<file path="config.mk">
export PLATFORM = sky130hd
export DESIGN_NAME = v2_filter_ctrl
export DESIGN_NICKNAME = d
export VERILOG_FILES = /design/src/rtl/v2_filter_ctrl.sv
export SDC_FILE = /design/constraint.sdc
export NUM_CORES = 1
export LEC_CHECK = 0
export BUFFER_PORTS_ARGS = -buffer_cell sky130_fd_sc_hd__buf_2
export CORE_MARGIN = 4
export CORE_UTILIZATION = 42
export DETAILED_ROUTE_END_ITERATION = 12
export RECOVER_POWER = 50
export SLEW_MARGIN = 30
export SYNTH_ARGS = -nofsm -noshare
export SYNTH_HDL_FRONTEND = slang
export SYNTH_SLANG_ARGS = --single-unit
export TNS_END_PERCENT = 20
</file>
<file path="constraint.sdc">
create_clock -name clk -period 11.06 [get_ports clk]
set_input_delay 1.106 -clock clk [delete_from_list [all_inputs] [get_ports clk]]
set_output_delay 1.106 -clock clk [all_outputs]
set_load 0.05 [all_outputs]
</file>
<file path="src/rtl/v2_filter_ctrl.sv">
// v2_filter_ctrl
//   Sequencer and event capture for the v2 trapezoidal filter channel.
//   Runs the filter, masks its output while the pipeline settles, arms a
//   threshold trigger, finds the peak amplitude/time of each pulse, hands the
//   result downstream over valid/ready and enforces a dead time before re-arm.
//
// Ports
//   clk, reset         system clock (posedge), asynchronous active-high reset
//   enable             1 = acquire, 0 = stop and clear the filter
//   threshold          unsigned trigger level
//   filt_data          unsigned filter output
//   filt_run           1 = filter runs, 0 = filter pipeline held cleared
//   busy               1 in any state other than IDLE
//   ev_valid/ev_ready  event handshake
//   ev_amp, ev_time    peak amplitude and timestamp of the peak sample
//   ev_pileup          peak search hit MAX_PEAK
//   ev_count, ev_lost  accepted events / crossings missed in HOLD or DEAD
//                      (both saturating, cleared only by reset)
//
// Defaults assume V2_WIDTH=16, V2_k=16, V2_l=16.
module v2_filter_ctrl #(
  parameter int WIDTH    = 16,
  parameter int SETTLE   = 36,
  parameter int MAX_PEAK = 32,
  parameter int DEAD     = 16,
  parameter int TS_WIDTH = 32
) (
  input  logic                clk,
  input  logic                reset,
  input  logic                enable,
  input  logic [WIDTH-1:0]    threshold,
  input  logic [WIDTH-1:0]    filt_data,
  output logic                filt_run,
  output logic                busy,
  output logic                ev_valid,
  input  logic                ev_ready,
  output logic [WIDTH-1:0]    ev_amp,
  output logic [TS_WIDTH-1:0] ev_time,
  output logic                ev_pileup,
  output logic [15:0]         ev_count,
  output logic [15:0]         ev_lost
);

  typedef enum logic [2:0] {
    S_IDLE, S_WARMUP, S_ARMED, S_PEAK, S_HOLD, S_DEAD
  } state_t;

  state_t              state;
  logic [15:0]         cnt;       // settle / peak width / dead-time counter
  logic [WIDTH-1:0]    max_r;
  logic [TS_WIDTH-1:0] tmax;
  logic [TS_WIDTH-1:0] ts;
  logic                prev_above;

  logic above;
  logic lost_edge;
  logic peak_up;

  assign above     = filt_data > threshold;
  assign peak_up   = filt_data > max_r;
  assign lost_edge = above && !prev_above && (state == S_HOLD || state == S_DEAD);

  always_ff @(posedge clk or posedge reset) begin
    if (reset) begin
      state      <= S_IDLE;
      cnt        <= '0;
      max_r      <= '0;
      tmax       <= '0;
      ts         <= '0;
      prev_above <= 1'b0;
      filt_run   <= 1'b0;
      busy       <= 1'b0;
      ev_valid   <= 1'b0;
      ev_amp     <= '0;
      ev_time    <= '0;
      ev_pileup  <= 1'b0;
      ev_count   <= '0;
      ev_lost    <= '0;
    end else begin
      ts         <= ts + 1'b1;
      prev_above <= above;
      if (lost_edge && ev_lost != '1)
        ev_lost <= ev_lost + 1'b1;

      case (state)
        S_IDLE: begin
          if (enable) begin
            state    <= S_WARMUP;
            cnt      <= '0;
            filt_run <= 1'b1;
            busy     <= 1'b1;
          end
        end

        S_WARMUP: begin
          if (!enable) begin
            state    <= S_IDLE;
            filt_run <= 1'b0;
            busy     <= 1'b0;
          end else if (cnt == 16'(SETTLE - 1)) begin
            state <= S_ARMED;
          end else begin
            cnt <= cnt + 1'b1;
          end
        end

        S_ARMED: begin
          if (!enable) begin
            state    <= S_IDLE;
            filt_run <= 1'b0;
            busy     <= 1'b0;
          end else if (above) begin
            max_r <= filt_data;
            tmax  <= ts;
            cnt   <= 16'd1;
            state <= S_PEAK;
          end
        end

        S_PEAK: begin
          if (!enable) begin
            state    <= S_IDLE;
            filt_run <= 1'b0;
            busy     <= 1'b0;
          end else if (filt_data < max_r) begin
            state     <= S_HOLD;
            ev_amp    <= max_r;
            ev_time   <= tmax;
            ev_pileup <= 1'b0;
            ev_valid  <= 1'b1;
          end else begin
            if (peak_up) begin
              max_r <= filt_data;
              tmax  <= ts;
            end
            // Pile-up latches the maximum including this cycle's sample.
            if (cnt + 16'd1 >= 16'(MAX_PEAK)) begin
              state     <= S_HOLD;
              ev_amp    <= peak_up ? filt_data : max_r;
              ev_time   <= peak_up ? ts : tmax;
              ev_pileup <= 1'b1;
              ev_valid  <= 1'b1;
            end else begin
              cnt <= cnt + 1'b1;
            end
          end
        end

        S_HOLD: begin
          if (ev_ready) begin
            ev_valid <= 1'b0;
            if (ev_count != '1)
              ev_count <= ev_count + 1'b1;
            cnt   <= '0;
            state <= S_DEAD;
          end
        end

        S_DEAD: begin
          if (cnt == 16'(DEAD - 1)) begin
            if (enable) begin
              state <= S_ARMED;
            end else begin
              state    <= S_IDLE;
              filt_run <= 1'b0;
              busy     <= 1'b0;
            end
          end else begin
            cnt <= cnt + 1'b1;
          end
        end

        default: begin
          state    <= S_IDLE;
          filt_run <= 1'b0;
          busy     <= 1'b0;
          ev_valid <= 1'b0;
        end
      endcase
    end
  end

endmodule
</file>
==> qor.txt, run 1 <==
=======================================================================================
Status                                                                     finished with violations
Violations in the final reports                                            max-capacitance violations, max-slew violations
Share of cells above drive strength 1                                             11.0%
Clock latency reported for the late side of the worst-skew pair                  430 ps
Global-route wire length before repair                                         33800 um
Number of filler cells placed in the layout                                        1995
Worst slew margin relative to its limit                                           -263%
Most frequent cell after synthesis                                         sky130_fd_sc_hd__dfrtp_1
Final Instance Count excl. Fillers                                                 1270
VDD IR-drop max                                                              0.000124 V
Via count                                                                          6681
Number of buffers added on ports                                                    119
CP Max Fanout                                                                       125
Final period util                                                                 43.7%
Total clock sinks                                                                   184
Placed inst area                                                              10100 um2
Worst setup EP type                                                           async pin
Num rows                                                                             53
Worst hold-check path type                                                 register to register
Yosys reg bits                                                                      184
Layout overhead on the synthesized area                                           15.6%
H-tree levels                                                                         4
PnR worst setup slack                                                           6220 ps
Overall die height                                                               156 um
Global route overflow                                                                 0
Parity-gate share of the synthesized area counting xor and xnor cells             6.00%
Portion of netlist area occupied by mux cells                                     11.6%
Count of nets after finishing                                                      1054
Compound-Gate Fraction of Synth Area                                              9.83%
Yosys synthesis warning count                                                         0
Primary FF master, synth                                                   sky130_fd_sc_hd__dfrtp_1
Area fraction of the dominant cell type after synthesis                           50.1%
Number of violations reported at the end of detailed-routing iteration 0            320
Pwr/cell area                                                                210 nW/um2
Total core area                                                               21300 um2
Highest-delay cell along the critical path                                 sky130_fd_sc_hd__clkinvlp_2
Max-slew violations                                                                 126
First-pass iteration count of the detailed router                                     5
Minimum clock period                                                            4840 ps
Average wire per cell in the routed design                                      15.9 um
TritonCTS buffer count                                                               17
Power share of the clock group                                                    28.5%
Summed instance area of the synthesized netlist                                9190 um2
Largest net degree at the start of global routing                                   126
Core occupancy in the finished layout                                             49.9%
Sw frac                                                                           38.8%
Clock tree from TritonCTS                                                         built
Endpoints failing setup                                                               0
Post-synthesis share of cell area spent on and, or, nand and nor gates            14.0%
Measured slew at the worst slew-check pin                                       5410 ps
Syn avg cell area                                                              10.5 um2
Synth Area in Adders                                                              5.04%
Clock tree root driver cell                                                sky130_fd_sc_hd__clkbuf_16
Int Pwr                                                                         1.37 mW
Switching power                                                                  868 uW
Total Neg Setup Slack                                                              0 ps
Number of nets in the synthesized netlist                                           945
Max-cap violation count                                                               1
Count of flip-flops with a built-in enable after synthesis                            0
Total power                                                                     2.23 mW
Hold bufs inserted after CTS                                                          0
RSZ-0062 raised after global routing                                              false
Clk_skew                                                                        8.81 ps
Cells after synthesis                                                               872
DP Cell Count                                                                      1237
Cell chain of the critical path                                            buf_2 -> clkinvlp_2 -> buf_4
Register area share after synthesis                                               50.1%
Via count of the first global-routing pass                                         6536
Post-CTS repair timing setup buffer count                                             0
Part of the power in registers                                                    38.6%
CP Launch Type                                                             primary input
Final design area excluding fillers                                           10600 um2
Starting utilization of the core area                                             43.2%
Global placement routability congestion                                           0.825
Share of flip-flops with an asynchronous set or reset after synthesis              100%
Critical setup path kind                                                   primary input to async pin
Cell type contributing the most total cell area after synthesis            sky130_fd_sc_hd__dfrtp_1
Floorplan die area                                                            24300 um2
Total wire length after detailed routing                                       20200 um
Buffer depth of the longest clock path                                                2
Portion of total power attributed to combinational logic                          32.9%
Arrival time of the worst setup path                                            5300 ps
Static leakage                                                                  5.10 nW
Final Hold Violating Endpoints                                                        0
Count of instances resized after the clock tree is built                              0
Total Routing Usage GR                                                            17.1%
Count of pins on the block boundary                                                 120
Number of antenna violations at the first check in global routing                     0
Remaining design rule violation count                                                 0
Distinct cell type count after synthesis                                             57
Data required, critical path                                                   11520 ps
Smallest hold slack                                                              485 ps
Main combinational cell family by area after synthesis                     simple AND/OR/NAND/NOR gates
Antenna Violating Nets Remaining                                                      0
Achievable frequency                                                            207 MHz
Number of vias per cell after detailed routing                                     5.26
Die width                                                                        156 um
Clk slew on worst S/H paths                                                       70 ps
Cell types with the largest area share after synthesis                     sky130_fd_sc_hd__dfrtp_1 (50%), sky130_fd_sc_hd__mux2_1 (6.1%), sky130_fd_sc_hd__mux2i_1 (5.4%)
Setup slack at placement                                                        6930 ps
Detailed placement HPWL                                                        14400 um
List of most frequent post-synthesis cells                                 sky130_fd_sc_hd__dfrtp_1 (184), sky130_fd_sc_hd__nand2_1 (92), sky130_fd_sc_hd__o21ai_1 (66), sky130_fd_sc_hd__mux2_1 (50), sky130_fd_sc_hd__mux2i_1 (50)
Worst path max stage delay                                                      3010 ps
=======================================================================================
## registers in the layout, indices dropped and copies added (netlist names)
register    cells
ev_time        32
tmax           32
ts             32
cnt            16
ev_amp         16
ev_count       16
ev_lost        16
max_r          16
state           3
busy            1
ev_pileup       1
ev_valid        1
filt_run        1
prev_above      1
## power by group through the flow
stage                     Clock [mW]  Combinational [mW]  Sequential [mW]
after floorplan                    0               0.423             1.01
after global placement             0               0.748            0.871
after detailed placement           0               0.758            0.874
after CTS                      0.654               0.760            0.861
after global routing           0.683               0.809            0.879
final                          0.637               0.735            0.863
## cells in the final DEF (no fill, tap or decap), types with 4 or more instances in the layout
cell                          n
sky130_fd_sc_hd__buf_4        7
sky130_fd_sc_hd__nand2_1     92
sky130_fd_sc_hd__xor2_1      18
sky130_fd_sc_hd__nand3_1     38
sky130_fd_sc_hd__o21ai_1     64
sky130_fd_sc_hd__clkbuf_16   17
sky130_fd_sc_hd__a21oi_1     26
sky130_fd_sc_hd__o21ai_0      6
sky130_fd_sc_hd__a22o_1      15
sky130_fd_sc_hd__inv_6        5
sky130_fd_sc_hd__mux2i_1     50
sky130_fd_sc_hd__buf_2       54
sky130_fd_sc_hd__nor2b_1      4
sky130_fd_sc_hd__xnor2_1     45
sky130_fd_sc_hd__inv_1       39
sky130_fd_sc_hd__nor2_1      46
sky130_fd_sc_hd__mux2_1      50
sky130_fd_sc_hd__nor3_1       8
sky130_fd_sc_hd__ha_1        37
sky130_fd_sc_hd__clkbuf_1    65
sky130_fd_sc_hd__dfrtp_1    184
sky130_fd_sc_hd__and4_1       7
sky130_fd_sc_hd__and2_1       4
sky130_fd_sc_hd__and3_1      18
sky130_fd_sc_hd__nand4_1     28
## routing by layer
metal | track usage (%) | vias up | wire length, um
li1 | - | 3303 | -
met1 | 24.1 | 3249 | 9440
met2 | 27.0 | 116 | 9590
met3 | 3.52 | 13 | 911
met4 | 4.50 | 0 | 256
met5 | 0 | - | 0
## cell type report
type | instances | area [um2] | area share, %
Sequential cell | 184 | 4600 | 43.4
Inverter | 42 | 160 | 1.51
Antenna cell | 1 | 2.50 | 0.0236
Clock inverter | 12 | 150 | 1.41
Multi-Input combinational cell | 608 | 4300 | 40.5
Clock buffer | 20 | 467 | 4.40
Tap cell | 275 | 344 | 3.24
Timing Repair Buffer | 128 | 589 | 5.55
## critical path, delay by kind of cell
family,cells,cell delay [ps]
buf+inv,3,4100
## kinds of logic after synthesis
group                      after synthesis
and+or+nand+nor                        264
DFF                                    184
AOI/OAI and AO/OA                      144
muxes                                  100
buffers and inverters                   80
xor gates and xnor gates                63
adders and majority gates               37
## path summary, 6_finish.rpt
| check | start | end | slack (ps) | cells after the start |
|---|---|---|---|---|
| max | reset | max_r[8]$_DFFE_PP0P_ | 6220 | 3 |
| min | tmax[16]$_DFFE_PP0P_ | tmax[16]$_DFFE_PP0P_ | 480 | 1 |
| max reg2reg | cnt[0]$_DFFE_PP0P_ | cnt[10]$_DFFE_PP0P_ | 7640 | 7 |
| min reg2reg | tmax[16]$_DFFE_PP0P_ | tmax[16]$_DFFE_PP0P_ | 480 | 1 |
| max in group clk | filt_data[14] | cnt[10]$_DFFE_PP0P_ | 7400 | 8 |
| min in group asynchronous | reset | ev_time[6]$_DFFE_PP0P_ | 2370 | 2 |
Note: power is estimated with default switching activity, not from simulation.
==> run 2, diff against run 1 <==
ABC_AREA = 1   (was unset)
clock period = 4.6 ns   (was 11.06 ns; I/O delays follow)
==> qor.txt, run 2 <==
=======================================================================================
Clk slew on worst S/H paths                                                       80 ps   was 70 ps
Met3 wirelength from detailed routing                                           1100 um   was 911 um
Count of pins on the block boundary                                                 120   unchanged
Area fraction of the dominant cell type after synthesis                           41.9%   was 50.1%
Most frequent cell after synthesis                                         sky130_fd_sc_hd__nand2_1   was sky130_fd_sc_hd__dfrtp_1
Count of flip-flops with a built-in enable after synthesis                            0   unchanged
Layout overhead on the synthesized area                                           12.9%   was 15.6%
Total power                                                                     7.47 mW   was 2.23 mW
Starting utilization of the core area                                             43.2%   about the same
Cell chain of the critical path                                            buf_2 -> clkinvlp_2 -> clkbuf_1   was buf_2 -> clkinvlp_2 -> buf_4
Sw frac                                                                           50.3%   was 38.8%
Final period util                                                                 66.5%
H-tree levels                                                                         4   unchanged
Average wire per cell in the routed design                                      14.8 um   was 15.9 um
Antenna Violating Nets Remaining                                                      0   unchanged
Clock tree root driver cell                                                sky130_fd_sc_hd__clkbuf_16   unchanged
RSZ-0062 raised after global routing                                              false   unchanged
Yosys synthesis warning count                                                         0   unchanged
Remaining design rule violation count                                                 0   unchanged
Clock tree from TritonCTS                                                         built   unchanged
Via count of the first global-routing pass                                         9457   was 6536
List of most frequent post-synthesis cells                                 sky130_fd_sc_hd__nand2_1 (615), sky130_fd_sc_hd__dfrtp_1 (184), sky130_fd_sc_hd__inv_1 (163), sky130_fd_sc_hd__nand3_1 (139), sky130_fd_sc_hd__nor2_1 (89)   was sky130_fd_sc_hd__dfrtp_1 (184), sky130_fd_sc_hd__nand2_1 (92), sky130_fd_sc_hd__o21ai_1 (66), sky130_fd_sc_hd__mux2_1 (50), sky130_fd_sc_hd__mux2i_1 (50)
Minimum clock period                                                            3060 ps
Via count                                                                          9855   was 6681
Int Pwr                                                                         3.71 mW   was 1.37 mW
VDD IR-drop max                                                              0.000345 V   was 0.000124 V
Worst path max stage delay                                                      1770 ps   was 3010 ps
Routed length on met1                                                          13900 um   was 9440 um
Number of antenna violations at the first check in global routing                     0   unchanged
Summed instance area of the synthesized netlist                               11000 um2   was 9190 um2
Max Used Layer                                                                     met4   unchanged
Achievable frequency                                                            327 MHz
Total Neg Setup Slack                                                              0 ps   unchanged
Endpoints failing setup                                                               0   unchanged
Arrival time of the worst setup path                                            3100 ps   was 5300 ps
CP bufs+invs                                                                          3   unchanged
Number of antenna diodes                                                              0   was 1
Primary FF master, synth                                                   sky130_fd_sc_hd__dfrtp_1   unchanged
Cells after synthesis                                                              1528   was 872
Global route overflow                                                                 0   unchanged
Measured slew at the worst slew-check pin                                       2390 ps   was 5410 ps
Number of vias per cell after detailed routing                                     5.01   was 5.26
Total wire length after detailed routing                                       29200 um   was 20200 um
Static leakage                                                                  6.60 nW   was 5.10 nW
Clock latency reported for the late side of the worst-skew pair                  450 ps   was 430 ps
Syn avg cell area                                                              7.19 um2   was 10.5 um2
Count of nets after finishing                                                      1696   was 1054
Clk_skew                                                                        15.7 ps   was 8.81 ps
Number of filler cells placed in the layout                                        2554   was 1995
Floorplan die area                                                            28800 um2   was 24300 um2
Cell types with the largest area share after synthesis                     sky130_fd_sc_hd__dfrtp_1 (42%), sky130_fd_sc_hd__nand2_1 (21%), sky130_fd_sc_hd__nand3_1 (6.3%)   was sky130_fd_sc_hd__dfrtp_1 (50%), sky130_fd_sc_hd__mux2_1 (6.1%), sky130_fd_sc_hd__mux2i_1 (5.4%)
Share of cells above drive strength 1                                             9.29%   was 11.0%
Number of cell instances on the worst register-to-register path                      13   was 7
Worst setup EP type                                                           async pin   unchanged
First-pass iteration count of the detailed router                                     5   unchanged
DP Cell Count                                                                      1934   was 1237
Max-cap violation count                                                               1   unchanged
Met2 routed wirelength                                                         13900 um   was 9590 um
Pwr/cell area                                                                602 nW/um2   was 210 nW/um2
Max-slew violations                                                                  44   was 126
CP Max Fanout                                                                        43   was 125
Register area share after synthesis                                               41.9%   was 50.1%
Final Instance Count excl. Fillers                                                 1966   was 1270
Detailed placement HPWL                                                        19500 um   was 14400 um
Hold bufs inserted after CTS                                                          0   unchanged
Most frequent standard cell in the layout excluding fill and tap cells     sky130_fd_sc_hd__nand2_1   was sky130_fd_sc_hd__dfrtp_1
Switching power                                                                 3.76 mW   was 868 uW
Die width                                                                        170 um   was 156 um
Post-CTS repair timing setup buffer count                                             0   unchanged
Part of the power in registers                                                    31.8%   was 38.6%
Worst slew margin relative to its limit                                          -59.5%   was -263%
Critical setup path kind                                                   primary input to async pin   unchanged
Number of violations reported at the end of detailed-routing iteration 0            661   was 320
Global-route wire length before repair                                         48900 um   was 33800 um
Largest net degree at the start of global routing                                   116   was 126
Portion of total power attributed to combinational logic                          48.7%   was 32.9%
Worst hold-check path type                                                 primary input to async pin   was register to register
Data required, critical path                                                    4650 ps   was 11520 ps
Total clock sinks                                                                   184   unchanged
Share of flip-flops with an asynchronous set or reset after synthesis              100%   unchanged
TritonCTS buffer count                                                               17   unchanged
Worst-case register-to-register setup slack                                     1580 ps   was 7640 ps
Final Hold Violating Endpoints                                                        0   unchanged
Highest-delay cell along the critical path                                 sky130_fd_sc_hd__clkbuf_1   was sky130_fd_sc_hd__clkinvlp_2
Overall die height                                                               170 um   was 156 um
Buffer depth of the longest clock path                                                2   unchanged
Endpoint of the most critical register-to-register path                    ev_time[10]$_DFFE_PP0P_   was cnt[10]$_DFFE_PP0P_
Distinct cell type count after synthesis                                             39   was 57
PnR worst setup slack                                                           1540 ps   was 6220 ps
Registers with the highest flip-flop counts                                ev_time (32), tmax (32), ts (32)   unchanged
Status                                                                     finished with violations   unchanged
Cell type contributing the most total cell area after synthesis            sky130_fd_sc_hd__dfrtp_1   unchanged
Source of the worst register-to-register timing path                       max_r[15]$_DFFE_PP0P_   was cnt[0]$_DFFE_PP0P_
Setup slack at placement                                                        1430 ps   was 6930 ps
Global placement routability congestion                                           0.871   was 0.825
Total Routing Usage GR                                                            20.7%   was 17.1%
Total core area                                                               25500 um2   was 21300 um2
Power share of the clock group                                                    19.6%   was 28.5%
Number of buffers added on ports                                                    119   unchanged
CP Launch Type                                                             primary input   unchanged
Number of nets in the synthesized netlist                                          1601   was 945
Yosys reg bits                                                                      184   unchanged
Violations in the final reports                                            max-capacitance violations, max-slew violations   unchanged
Num rows                                                                             58   was 53
Kind of cell adding the most delay to the critical path                    buffers and inverters   unchanged
Count of instances resized after the clock tree is built                              0   unchanged
Top library cells by usage in the layout, fill and taps aside              sky130_fd_sc_hd__nand2_1 (613), sky130_fd_sc_hd__dfrtp_1 (184), sky130_fd_sc_hd__inv_1 (162)   was sky130_fd_sc_hd__dfrtp_1 (184), sky130_fd_sc_hd__nand2_1 (92), sky130_fd_sc_hd__clkbuf_1 (65)
=======================================================================================
[run 2: cell types whose count changed in the layout (fill, tap and decap cells not counted), moves of 64 or more]
cell / delta
sky130_fd_sc_hd__nand3b_1: +65
sky130_fd_sc_hd__o21ai_1: -64
sky130_fd_sc_hd__nand3_1: +100
sky130_fd_sc_hd__nand2_1: +521
sky130_fd_sc_hd__inv_1: +123
[run 2: layout make-up]
class | instances | area (um2) | share of cell area (%)
timing repair buffer | 132 | 662 | 5.33
inverter | 165 | 621 | 5.00
multi-input combinational | 1123 | 5540 | 44.6
clock inverter | 14 | 133 | 1.07
tap | 330 | 413 | 3.33
clock buffer | 18 | 439 | 3.54
sequential | 184 | 4600 | 37.1
[run 2: worst max-delay path by stage]
stage | from | end | slack [ps] | depth (start not counted)
3_3_place_gp | filt_data[15] | ev_time[10]$_DFFE_PP0P_ | 1470 | 13
5_1_grt | reset | ev_amp[5]$_DFFE_PP0P_ | 750 | 3
3_5_place_dp | filt_data[15] | ev_time[10]$_DFFE_PP0P_ | 1430 | 13
4_1_cts | max_r[15]$_DFFE_PP0P_ | ev_time[10]$_DFFE_PP0P_ | 1570 | 13
2_1_floorplan | reset | busy$_DFFE_PP0P_ | 1780 | 1
6_report | reset | ev_amp[5]$_DFFE_PP0P_ | 1540 | 3
[run 2: per-layer routing]
layer  global-route usage (%)  vias up
met5                        0        -
met4                     4.90        0
met3                     3.61       28
met2                     34.3      186
met1                     28.4     4636
li1                         -     5005
[run 2: cells by family after synthesis]
| family | after synthesis | share of synthesized area, % |
|---|---|---|
| buffers and inverters | 221 | 8.06 |
| AO/OA/AOI/OAI | 50 | 2.55 |
| adder cells (fa/ha/maj) | 37 | 4.21 |
| flip-flops | 184 | 41.9 |
| XOR/XNOR | 54 | 4.30 |
| AND/OR/NAND/NOR | 982 | 39.0 |
[run 2: metrics by stage]
| step | hold WS [ps] | area, um2 | utilization (%) |
|---|---|---|---|
| final | 274 | 12400 | 48.7 |
| after global routing | 370 | 12400 | 48.7 |
| after CTS | 103 | 12500 | 48.9 |
| after detailed placement | 454 | 11900 | 46.7 |
| after global placement | 451 | 11900 | 46.6 |
| after floorplan | 442 | 11000 | - |
[run 2: power by group through the flow]
stage / combinational, mW / sequential [mW] / clock (mW)
CTS: 3.70 / 2.37 / 1.50
global placement: 3.66 / 2.40 / 0
finish: 3.63 / 2.37 / 1.46
detailed placement: 3.69 / 2.39 / 0
floorplan: 1.89 / 3.26 / 0
global route: 4.04 / 2.44 / 1.57
[run 2: worst reg2reg max path, cell delays in order, from the launching register on]
cell and delay [ps]:
sky130_fd_sc_hd__dfrtp_1 360, sky130_fd_sc_hd__inv_1 60, sky130_fd_sc_hd__ha_1 290, sky130_fd_sc_hd__nand2_1 90, sky130_fd_sc_hd__nor3_1 320, sky130_fd_sc_hd__nand2_1 140, sky130_fd_sc_hd__nand2_2 360, sky130_fd_sc_hd__buf_4 460
sky130_fd_sc_hd__nand2_1 130, sky130_fd_sc_hd__buf_4 290, sky130_fd_sc_hd__nand2_1 120, sky130_fd_sc_hd__nand2_1 80, sky130_fd_sc_hd__nand3b_1 180, sky130_fd_sc_hd__nand2_1 110
==> run 3, diff against run 2 <==
ABC_AREA = 0   (was 1)
clock period = 2.65 ns   (was 4.6 ns; I/O delays follow)
==> qor.txt, run 3 (synthesis gave the netlist of run 1 again) <==
=======================================================================================
Status                                                                     finished with violations   unchanged
Violations in the final reports                                            max-capacitance violations, max-slew violations   unchanged
Clock tree root driver cell                                                sky130_fd_sc_hd__clkbuf_16   unchanged
Total Routing Usage GR                                                            17.7%   was 20.7%
Total core area                                                               21300 um2   was 25500 um2
Endpoint of the most critical register-to-register path                    cnt[6]$_DFFE_PP0P_   was ev_time[10]$_DFFE_PP0P_
Worst path max stage delay                                                       490 ps   was 1770 ps
GR Layer Usage met2                                                               28.9%   was 34.3%
Global route overflow                                                                 0   unchanged
Max-slew violations                                                                 186   was 44
Endpoints failing setup                                                               0   unchanged
Number of cell instances on the worst register-to-register path                      11   was 13
Met1 Use GR                                                                       24.5%   was 28.4%
Number of buffers added on ports                                                    119   unchanged
Starting utilization of the core area                                             43.2%   about the same
Highest-delay cell along the critical path                                 sky130_fd_sc_hd__or4_4   was sky130_fd_sc_hd__clkbuf_1
Smallest hold slack                                                             99.5 ps   was 274 ps
Via count of the first global-routing pass                                         6995   was 9457
Count of pins on the block boundary                                                 120   unchanged
Share of cells above drive strength 1                                             22.0%   was 9.29%
Total Neg Setup Slack                                                              0 ps   unchanged
Largest net degree at the start of global routing                                   148   was 116
Clk slew on worst S/H paths                                                       80 ps   about the same
Core occupancy in the finished layout                                             54.2%   was 48.7%
Overall die height                                                               156 um   was 170 um
Registers with the highest flip-flop counts                                ev_time (32), tmax (32), ts (32)   unchanged
DP Cell Count                                                                      1292   was 1934
Worst hold-check path type                                                 primary input to register   was primary input to async pin
Worst slew margin relative to its limit                                          -33.2%   was -59.5%
Total clock sinks                                                                   184   unchanged
Pwr/cell area                                                                884 nW/um2   was 602 nW/um2
Worst Hold Depth                                                                      2
Total wire length after detailed routing                                       22200 um   was 29200 um
Final Instance Count excl. Fillers                                                 1337   was 1966
End of the worst hold path                                                 max_r[0]$_DFFE_PP0P_
Source of the worst register-to-register timing path                       max_r[15]$_DFFE_PP0P_   unchanged
Setup slack at placement                                                        -104 ps   was 1430 ps
Number of violations reported at the end of detailed-routing iteration 0            381   was 661
Number of antenna violations at the first check in global routing                     1   was 0
Worst-case register-to-register setup slack                                       20 ps   was 1580 ps
Worst setup EP type                                                            register   was async pin
First-pass iteration count of the detailed router                                     4   was 5
Hold bufs inserted after CTS                                                          0   unchanged
Final Hold Violating Endpoints                                                        0   unchanged
Met3 Track Usage GR                                                               3.80%   was 3.61%
Max-cap violation count                                                               2   was 1
Die width                                                                        156 um   was 170 um
Final design area excluding fillers                                           11500 um2   was 12400 um2
Layout overhead on the synthesized area                                           25.5%   was 12.9%
Final period util                                                                 99.4%
Critical setup path kind                                                   register to register   was primary input to async pin
Average wire per cell in the routed design                                      16.6 um   was 14.8 um
Clk_skew                                                                        13.7 ps   was 15.7 ps
Floorplan die area                                                            24300 um2   was 28800 um2
Num rows                                                                             53   was 58
Remaining design rule violation count                                                 0   unchanged
Buffer depth of the longest clock path                                                2   unchanged
Antenna Violating Nets Remaining                                                      0   unchanged
Achievable frequency                                                            380 MHz
Minimum clock period                                                            2630 ps
Cell chain of the critical path                                            inv_1 -> ha_4 -> nand4_1 -> buf_4 -> a21oi_2 -> a211oi_4 -> buf_6 -> or4_4 -> a311oi_4 -> buf_6 -> a22o_1   was buf_2 -> clkinvlp_2 -> clkbuf_1
TritonCTS buffer count                                                               17   unchanged
Via count                                                                          6995   was 9855
Kind of cell adding the most delay to the critical path                    simple AND/OR/NAND/NOR gates   was buffers and inverters
Count of nets after finishing                                                      1122   was 1696
Arrival time of the worst setup path                                            3000 ps   was 3100 ps
PnR worst setup slack                                                           15.2 ps   was 1540 ps
Global-route wire length before repair                                         35100 um   was 48900 um
Most frequent standard cell in the layout excluding fill and tap cells     sky130_fd_sc_hd__dfrtp_1   was sky130_fd_sc_hd__nand2_1
VDD IR-drop max                                                              0.000687 V   was 0.000345 V
RSZ-0062 raised after global routing                                               true   was false
Detailed placement HPWL                                                        14700 um   was 19500 um
H-tree levels                                                                         4   unchanged
Number of vias per cell after detailed routing                                     5.23   was 5.01
Measured slew at the worst slew-check pin                                       2000 ps   was 2390 ps
CP dominant cell by count                                                  sky130_fd_sc_hd__buf_6
Number of antenna diodes                                                              0   unchanged
Worst Hold Launch                                                          filt_data[0]
Static leakage                                                                  5.71 nW   was 6.60 nW
Top library cells by usage in the layout, fill and taps aside              sky130_fd_sc_hd__dfrtp_1 (184), sky130_fd_sc_hd__buf_2 (96), sky130_fd_sc_hd__nand2_1 (92)   was sky130_fd_sc_hd__nand2_1 (613), sky130_fd_sc_hd__dfrtp_1 (184), sky130_fd_sc_hd__inv_1 (162)
Data required, critical path                                                    3010 ps   was 4650 ps
Global placement routability congestion                                           0.792   was 0.871
CP Max Fanout                                                                         7   was 43
CP bufs+invs                                                                          4   was 3
Total power                                                                     10.2 mW   was 7.47 mW
Clock tree from TritonCTS                                                         built   unchanged
Placed inst area                                                              10600 um2   was 11900 um2
Most utilized layer in the global route result                                     met2   unchanged
Clock latency reported for the late side of the worst-skew pair                  420 ps   was 450 ps
CP Launch Type                                                                 register   was primary input
=======================================================================================
==> run 3: power breakdown <==
group          internal (mW)  total, mW  switching (mW)
registers               3.21       3.51           0.302
clock network           1.55       2.79            1.24
logic                   1.53       3.88            2.36
==> run 3: how the worst max path moves through the flow <==
stage	startpoint	to	depth (start not counted)
2_1_floorplan	max_r[7]$_DFFE_PP0P_	tmax[5]$_DFFE_PP0P_	11
3_3_place_gp	filt_data[7]	tmax[14]$_DFFE_PP0P_	10
3_5_place_dp	filt_data[7]	tmax[16]$_DFFE_PP0P_	10
4_1_cts	max_r[14]$_DFFE_PP0P_	cnt[13]$_DFFE_PP0P_	11
5_1_grt	max_r[15]$_DFFE_PP0P_	cnt[13]$_DFFE_PP0P_	11
6_report	max_r[15]$_DFFE_PP0P_	cnt[6]$_DFFE_PP0P_	11
==> run 3: routing by layer <==
layer,part of all wire [%],up-vias
li1,-,3439
met1,44,3407
met2,49,131
met3,5.5,16
met4,0.83,2
met5,0.081,-
==> run 3: cell type report <==
class,instances,area [um2]
inverters,42,160
fillers,1929,9760
flip-flops and latches,184,4600
clock inverters,15,231
repair buffers,196,1330
clock buffers,17,425
multi-input cells,608,4440
well taps,275,344
==> run 3: what timing repair did <==
item / in CTS / in global routing
pin swaps: 5 / 25
setup endpoints to repair: 73 / 116
hold endpoints to repair: 0 / 0
gates cloned: 1 / 4
setup buffers: 2 / 6
resized for setup: 11 / 24
